==> src/rtl/muladd_mac_pipe.sv <==
// muladd_mac_pipe: two-stage pipelined multiply-add / accumulate engine.
// Build option MULADD_MAC_SAT_EN: clamp q/acc on overflow instead of wrapping.
module muladd_mac_pipe #(
    parameter int A_W    = 8,
    parameter int B_W    = 8,
    parameter int ACC_W  = 20,
    parameter bit SIGNED = 1'b1
) (
    input  logic             clk,
    input  logic             rst_n,
    input  logic             clr,
    input  logic             in_valid,
    output logic             in_ready,
    input  logic             acc_mode,
    input  logic [A_W-1:0]   a,
    input  logic [B_W-1:0]   b,
    input  logic [ACC_W-1:0] c,
    output logic             out_valid,
    input  logic             out_ready,
    output logic [ACC_W-1:0] q,
    output logic             ovf
);

    localparam int PW = A_W + B_W;
    localparam int SW = ACC_W + 1;

    logic             r_s1_valid;
    logic [PW-1:0]    r_s1_p;
    logic [ACC_W-1:0] r_s1_c;
    logic             r_s1_mode;
    logic [ACC_W-1:0] r_q;
    logic             r_out_valid;
    logic             r_ovf;

    logic [PW-1:0]    w_a_ext;
    logic [PW-1:0]    w_b_ext;
    logic [PW-1:0]    w_prod;
    logic [SW-1:0]    w_p_ext;
    logic [ACC_W-1:0] w_base;
    logic [SW-1:0]    w_base_ext;
    logic [SW-1:0]    w_sum;
    logic             w_ovf;
    logic [ACC_W-1:0] w_res;
    logic             w_advance;
    logic             w_s2_load;
    logic             w_accept;

    // Low PW bits of the product are the same for signed and unsigned
    // once both operands are extended to PW bits.
    assign w_a_ext = {{B_W{SIGNED & a[A_W-1]}}, a};
    assign w_b_ext = {{A_W{SIGNED & b[B_W-1]}}, b};
    assign w_prod  = w_a_ext * w_b_ext;

    // One guard bit above ACC_W is enough to see any overflow of p + base.
    assign w_p_ext    = {{(SW-PW){SIGNED & r_s1_p[PW-1]}}, r_s1_p};
    assign w_base     = r_s1_mode ? r_q : r_s1_c;
    assign w_base_ext = {SIGNED & w_base[ACC_W-1], w_base};
    assign w_sum      = w_p_ext + w_base_ext;
    assign w_ovf      = SIGNED ? (w_sum[ACC_W] ^ w_sum[ACC_W-1])
                               : w_sum[ACC_W];

`ifdef MULADD_MAC_SAT_EN
    logic [ACC_W-1:0] w_max;
    logic [ACC_W-1:0] w_min;

    assign w_max = SIGNED ? {1'b0, {(ACC_W-1){1'b1}}} : {ACC_W{1'b1}};
    assign w_min = SIGNED ? {1'b1, {(ACC_W-1){1'b0}}} : {ACC_W{1'b0}};
    // Guard bit is the true sign of the sum when operands are signed.
    assign w_res = !w_ovf ? w_sum[ACC_W-1:0]
                 : (SIGNED & w_sum[ACC_W]) ? w_min : w_max;
`else
    assign w_res = w_sum[ACC_W-1:0];
`endif

    assign w_advance = !r_out_valid | out_ready;
    assign w_s2_load = w_advance & r_s1_valid;
    assign in_ready  = rst_n & !clr & (!r_s1_valid | w_advance);
    assign w_accept  = in_valid & in_ready;

    assign q         = r_q;
    assign out_valid = r_out_valid;
    assign ovf       = r_ovf;

    // Stage 1: capture product, addend and mode of an accepted beat.
    always_ff @(posedge clk or negedge rst_n) begin
        if (!rst_n) begin
            r_s1_valid <= 1'b0;
            r_s1_p     <= '0;
            r_s1_c     <= '0;
            r_s1_mode  <= 1'b0;
        end else if (clr) begin
            r_s1_valid <= 1'b0;
        end else if (in_ready) begin
            r_s1_valid <= in_valid;
            if (w_accept) begin
                r_s1_p    <= w_prod;
                r_s1_c    <= c;
                r_s1_mode <= acc_mode;
            end
        end
    end

    // Stage 2: add, register result (q doubles as accumulator), sticky ovf.
    always_ff @(posedge clk or negedge rst_n) begin
        if (!rst_n) begin
            r_q         <= '0;
            r_out_valid <= 1'b0;
            r_ovf       <= 1'b0;
        end else if (clr) begin
            r_q         <= '0;
            r_out_valid <= 1'b0;
            r_ovf       <= 1'b0;
        end else if (w_s2_load) begin
            r_q         <= w_res;
            r_out_valid <= 1'b1;
            r_ovf       <= r_ovf | w_ovf;
        end else if (out_ready) begin
            r_out_valid <= 1'b0;
        end
    end

endmodule

==> config.mk <==
export PLATFORM = sky130hd
export DESIGN_NAME = muladd_mac_pipe
export DESIGN_NICKNAME = d
export VERILOG_FILES = /design/src/rtl/muladd_mac_pipe.sv
export SDC_FILE = /design/constraint.sdc
export NUM_CORES = 1
export LEC_CHECK = 0
export ABC_AREA = 1
export ABC_CLOCK_PERIOD_IN_PS = 2200
export CAP_MARGIN = 0
export CORE_MARGIN = 2
export CORE_UTILIZATION = 40
export DETAILED_ROUTE_END_ITERATION = 16
export PLACE_DENSITY = 0.62
export SLEW_MARGIN = 10
export SYNTH_ARGS = -nofsm -noshare
export SYNTH_HDL_FRONTEND = slang
export SYNTH_SLANG_ARGS = --single-unit
==> constraint.sdc <==
create_clock -name clk -period 2.2 [get_ports clk]
set_input_delay 0.33 -clock clk [delete_from_list [all_inputs] [get_ports clk]]
set_output_delay 0.33 -clock clk [all_outputs]
set_load 0.005 [all_outputs]
### After elaboration in Yosys (flattened, before gate mapping)

Index checks and enable logic that the tools add are counted.

* input bits: 42
* logic and storage cells: 35
* output and inout bits: 23
* register bits after elaboration: 60

* $mul: 1
* add/subtract/negate cells: 1
* multiplexer cells: 10
* bitwise gates (word level): 9
* reductions and logical operators: 7

Operator list (number)
* 2-to-1 mux 20 bit: 3
* adder 16 x 20 -> 21 bit: 1
* multiplier 8 x 8 -> 16 bit: 1
* 2-to-1 mux 1 bit: 7
* bitwise AND 1 bit: 4
* nonzero test 2 bit: 2
* zero test 1 bit: 3
* OR 1 bit: 3
* AND reduction 3 bit: 1
* nonzero test 3 bit: 1
* inverter 1 bit: 1
* XOR 1 bit: 1

### Depth between registers and ports, before layout

* depth in word-level cells: 6
* mapped depth: 21
* depth with buffers taken out: 20

### Worst setup path after synthesis

OpenSTA, ideal clock, no wires.

* kind: input -> register
* start: in a[7]
* end: reg r_s1_p[15]
* required time: 2.083 ns
* data arrival time: 4.051 ns
* buffers on the path: 1
* stages on the path: 20
* setup time: 0.117 ns
* path slack: -1.968 ns
* path through: clkbuf_1 nand2_1 inv_1 fa_1 inv_1 fa_1 inv_1 fa_1 inv_1 fa_1 inv_1 ha_1 nand2_1 nor2_1 nand2_1 nor2_1 nand3b_1 nand3_1 nand3_1 nand2_1

* cells in the longest elaborated chain, start to end: 1

Ends and longest elaborated chain
* start, declared: RTL line 15 `input logic [A_W-1:0] a,`
* multiplier 8 x 8 -> 16 bit: RTL line 52 `assign w_prod = w_a_ext * w_b_ext;`
* end signal, assigned: RTL line 96 `r_s1_p <= w_prod;`
* end, declared: RTL line 28 `logic [PW-1:0] r_s1_p;`

No other way between the ends.
A chain may end at the register's enable or synchronous reset.

### Final worst setup path

* start: in b[7]
* end: reg r_s1_p[10]

* cells in the longest elaborated chain, start to end: 1

Ends and longest elaborated chain
* start, declared: RTL line 16 `input logic [B_W-1:0] b,`
* multiplier 8 x 8 -> 16 bit: RTL line 52

No other way between the ends.

==> reports/results.tsv <==
stage	metric	value	unit
outcome	outcome	complete, but fails checks	
outcome	failing checks	setup timing	
critical_path	RR Endpoint	ovf	
global_routing	first-pass GRT wire length	28700	um
global_routing	largest net degree at the start of global routing	61	
timing	RSZ-0062 raised after global routing	true	
timing	Period Utilization, post-route	162	%
timing	TNS Setup	-13.96	ns
place	gpl congestion	0.936	
timing	Final min period	3.56	ns
logic_synthesis	largest family of logic cells by synthesized area	simple AND/OR/NAND/NOR gates	
clocking	TritonCTS Sinks	60	
drt	drt wl/cell	14.5	um
logic_synthesis	share of the yosys chip area belonging to registers	23.2	%
layout	commonest non-fill, non-tap cell in the layout	nand2_1	
logic_synthesis	Ys Warns	0	
floorplanning	Core ar.	0.0158	mm^2
floorplanning	Starting Density	40.8	%
layout	filler instances	1262	
logic_synthesis	Post-Synth Adder-Cell Area	26.8	%
clocking	post-cts hold buffer count	0	
drt	post-DR vias/cell	4.82	
timing	Clock Skew	0.00496	ns
logic_synthesis	Synth Flop Type	dfrtp_1	
min_path	Hold/Removal Path Class	input pin to async pin	
critical_path	worst-path fanout max	5	
logic_synthesis	ys async rst share	100	%
layout	Nets	1251	
power_and_ir_drop	Power Total	12500	uW
logic_synthesis	Syn Inst Count	928	
timing	Max transition margin	48.4	%
layout	post-route cell area	0.0103	mm^2
critical_path	Worst setup SP type	input pin	
logic_synthesis	Yosys cell types	36	
logic_synthesis	number of synthesized flops with an enable pin	0	
drt	DRT Pass-1 Iters	5	
timing	Slew Limit Fails	0	
clocking	Root Buffer	clkbuf_16	
timing	Slew @ Worst Pin	0.774	ns
logic_synthesis	Seq cells post-synth	60	
global_routing	number of global-route vias before repair	6348	
timing	final setup fails	25	
drt	Final ANT Viol Nets	0	
logic_synthesis	simple-gate share of the synthesized area	26.9	%
floorplanning	IO Pins	65	
clocking	htree depth	3	
drt	vias	6384	
timing	Hold Violations, Final	0	
global_routing	All-Layer GR Usage	20.2	%
layout	Ant. Diodes	0	
logic_synthesis	top cells by area, synth	dfrtp_1, nand2_1, fa_1	
clocking	TritonCTS clock tree	built	
power_and_ir_drop	Worst IR Drop VDD	0.578	mV
timing	Final WS setup	-1.36	ns
critical_path	FF-to-FF Start	r_s1_mode	
floorplanning	row count	46	
floorplanning	die height	131	um
floorplanning	die area	0.0172	mm^2
logic_synthesis	post-synthesis xor/xnor area fraction	0.948	%
power_and_ir_drop	pwr dens	1220	mW/mm^2
logic_synthesis	cell taking the most area after synthesis	dfrtp_1	
drt	final wirelength	19200	um
critical_path	Crit. End Element	flip-flop	
layout	Area Overhead vs Synth	58.6	%
critical_path	Crit path arrival time	3.79	ns
critical_path	Crit Path Class	input pin to flip-flop	
critical_path	worst reg2reg setup slack	-0.12	ns
logic_synthesis	Mapped Area	0.00646	mm^2
clocking	TritonCTS buffer count	9	
job	max cap viols	0	
drt	DR iter-0 viols	380	
timing	Hold Worst Slack	0.212	ns
logic_synthesis	post-synthesis mux area share	0	%
critical_path	Critical Path RT	2.43	ns
global_routing	initial antenna violation count	0	
clocking	clk slew on worst S/H paths	0.05	ns
floorplanning	die width	131	um
drt	DRC Markers	0	
place	post-DP HPWL	13000	um
layout	commonest cells after routing, fill and taps aside	nand2_1, inv_1, buf_4	
clocking	CTS max path bufs	2	
logic_synthesis	Avg Cell Area, Syn	6.97	um^2
critical_path	FF-to-FF path depth	17	
timing	Highest Clock Rate	281	MHz
logic_synthesis	Compound-Gate Fraction of Synth Area	8.46	%
place	IO buf count	64	
power_and_ir_drop	leakage	0.00518	uW
logic_synthesis	Synth Net Count	1075	
global_routing	grt total ovfl	0	
logic_synthesis	post-synth top area share	23.2	%
layout	fraction of layout cells with a size suffix above 1	40.8	%
place	Placement Cell Area	0.00811	mm^2
clocking	Clock Latency Late Sink	0.33	ns
[power breakdown]
part,internal (uW),switching [uW],total [uW]
logic,4310,4880,9190
clock network,1170,504,1670
registers,1360,250,1610
total,6830,5640,12500
[worst max path at each step]
stage / to / slack, ns / startpoint / cells after the start
floorplan: r_s1_p[14] / -1.59 / b[3] / 19
global placement: r_s1_p[14] / -2.24 / a[7] / 19
detailed placement: r_s1_p[14] / -2.32 / a[7] / 19
CTS: r_s1_p[10] / -1.36 / b[7] / 17
global route: r_s1_p[10] / -1.50 / b[7] / 17
finish: r_s1_p[10] / -1.36 / b[7] / 17
[per-stage QoR]
step | setup WS (ns) | instances | utilization (%)
3_5_place_dp | -2.32 | 1263 | 51.2
3_3_place_gp | -2.24 | 1263 | 51.2
6_report | -1.36 | 1325 | 64.8
5_1_grt | -1.50 | 1325 | 64.8
4_1_cts | -1.36 | 1292 | 56.0
2_1_floorplan | -1.59 | 928 | -
[final cells by class]
cell class                      instances  area, um^2  share of cell area, %
Sequential cell                        60        1510                   14.7
Multi-Input combinational cell        639        5470                   53.3
Clock buffer                           12         256                   2.50
Inverter                              201         774                   7.55
Tap cell                              216         270                   2.64
Clock inverter                          4        95.1                  0.927
Timing Repair Buffer                  193        1890                   18.4
[worst max-delay path, cell delays in order]
cell and delay, ns:
buf_8 0.11, buf_6 0.11, fa_1 0.54, inv_1 0.06, fa_1 0.50, inv_2 0.05
fa_1 0.54, inv_2 0.04, fa_1 0.49, inv_2 0.04, ha_4 0.24, a21oi_4 0.18
o21ai_2 0.08, a21o_1 0.17, or2_0 0.20, nand3_1 0.07, nand2_1 0.05
[state kept, by name (all words and copies together), names as in the netlist]
name,flops
out_valid,1
ovf,1
q,20
r_s1_c,20
r_s1_mode,1
r_s1_p,16
r_s1_valid,1
[cells by family after synthesis]
kind of cell | after synthesis
fa+ha+maj | 105
xor+xnor | 7
flops | 60
buf+inv | 229
compound gates | 103
simple gates | 424
[repair_timing]
| action | 4_1_cts | 5_1_grt |
|---|---|---|
| pin swaps | 62 | 127 |
| resized for setup | 199 | 287 |
| cloned | 0 | 2 |
| setup endpoints to repair | 29 | 27 |
| setup buffers | 13 | 31 |
[cell usage after synthesis, types with 2 or more instances]
| master | instances |
|---|---|
| nand3_1 | 34 |
| and2_1 | 2 |
| buf_6 | 2 |
| nand2_1 | 305 |
| clkbuf_1 | 20 |
| nand3_2 | 3 |
| nand3b_1 | 5 |
| dfrtp_1 | 60 |
| o21ai_1 | 4 |
| or2_2 | 4 |
| o21bai_1 | 4 |
| nand2_2 | 2 |
| nor2_2 | 6 |
| inv_2 | 4 |
| inv_1 | 196 |
| nand4_1 | 5 |
| buf_2 | 5 |
| nor2_1 | 54 |
| fa_1 | 56 |
| ha_1 | 49 |
| o22ai_1 | 3 |
| o21ai_0 | 50 |
| xnor2_1 | 3 |
| xor2_1 | 4 |
| a21oi_1 | 37 |
[routing by layer]
metal  global-route usage (%)  share of wire [%]  routed length (um)
met1                     23.3                 39                7540
met2                     39.2                 55               10500
met3                     2.51                2.9                 548
met4                     5.25                3.1                 586
met5                        0                  0                   0
No activity file was read; power rests on OpenSTA's default activity.
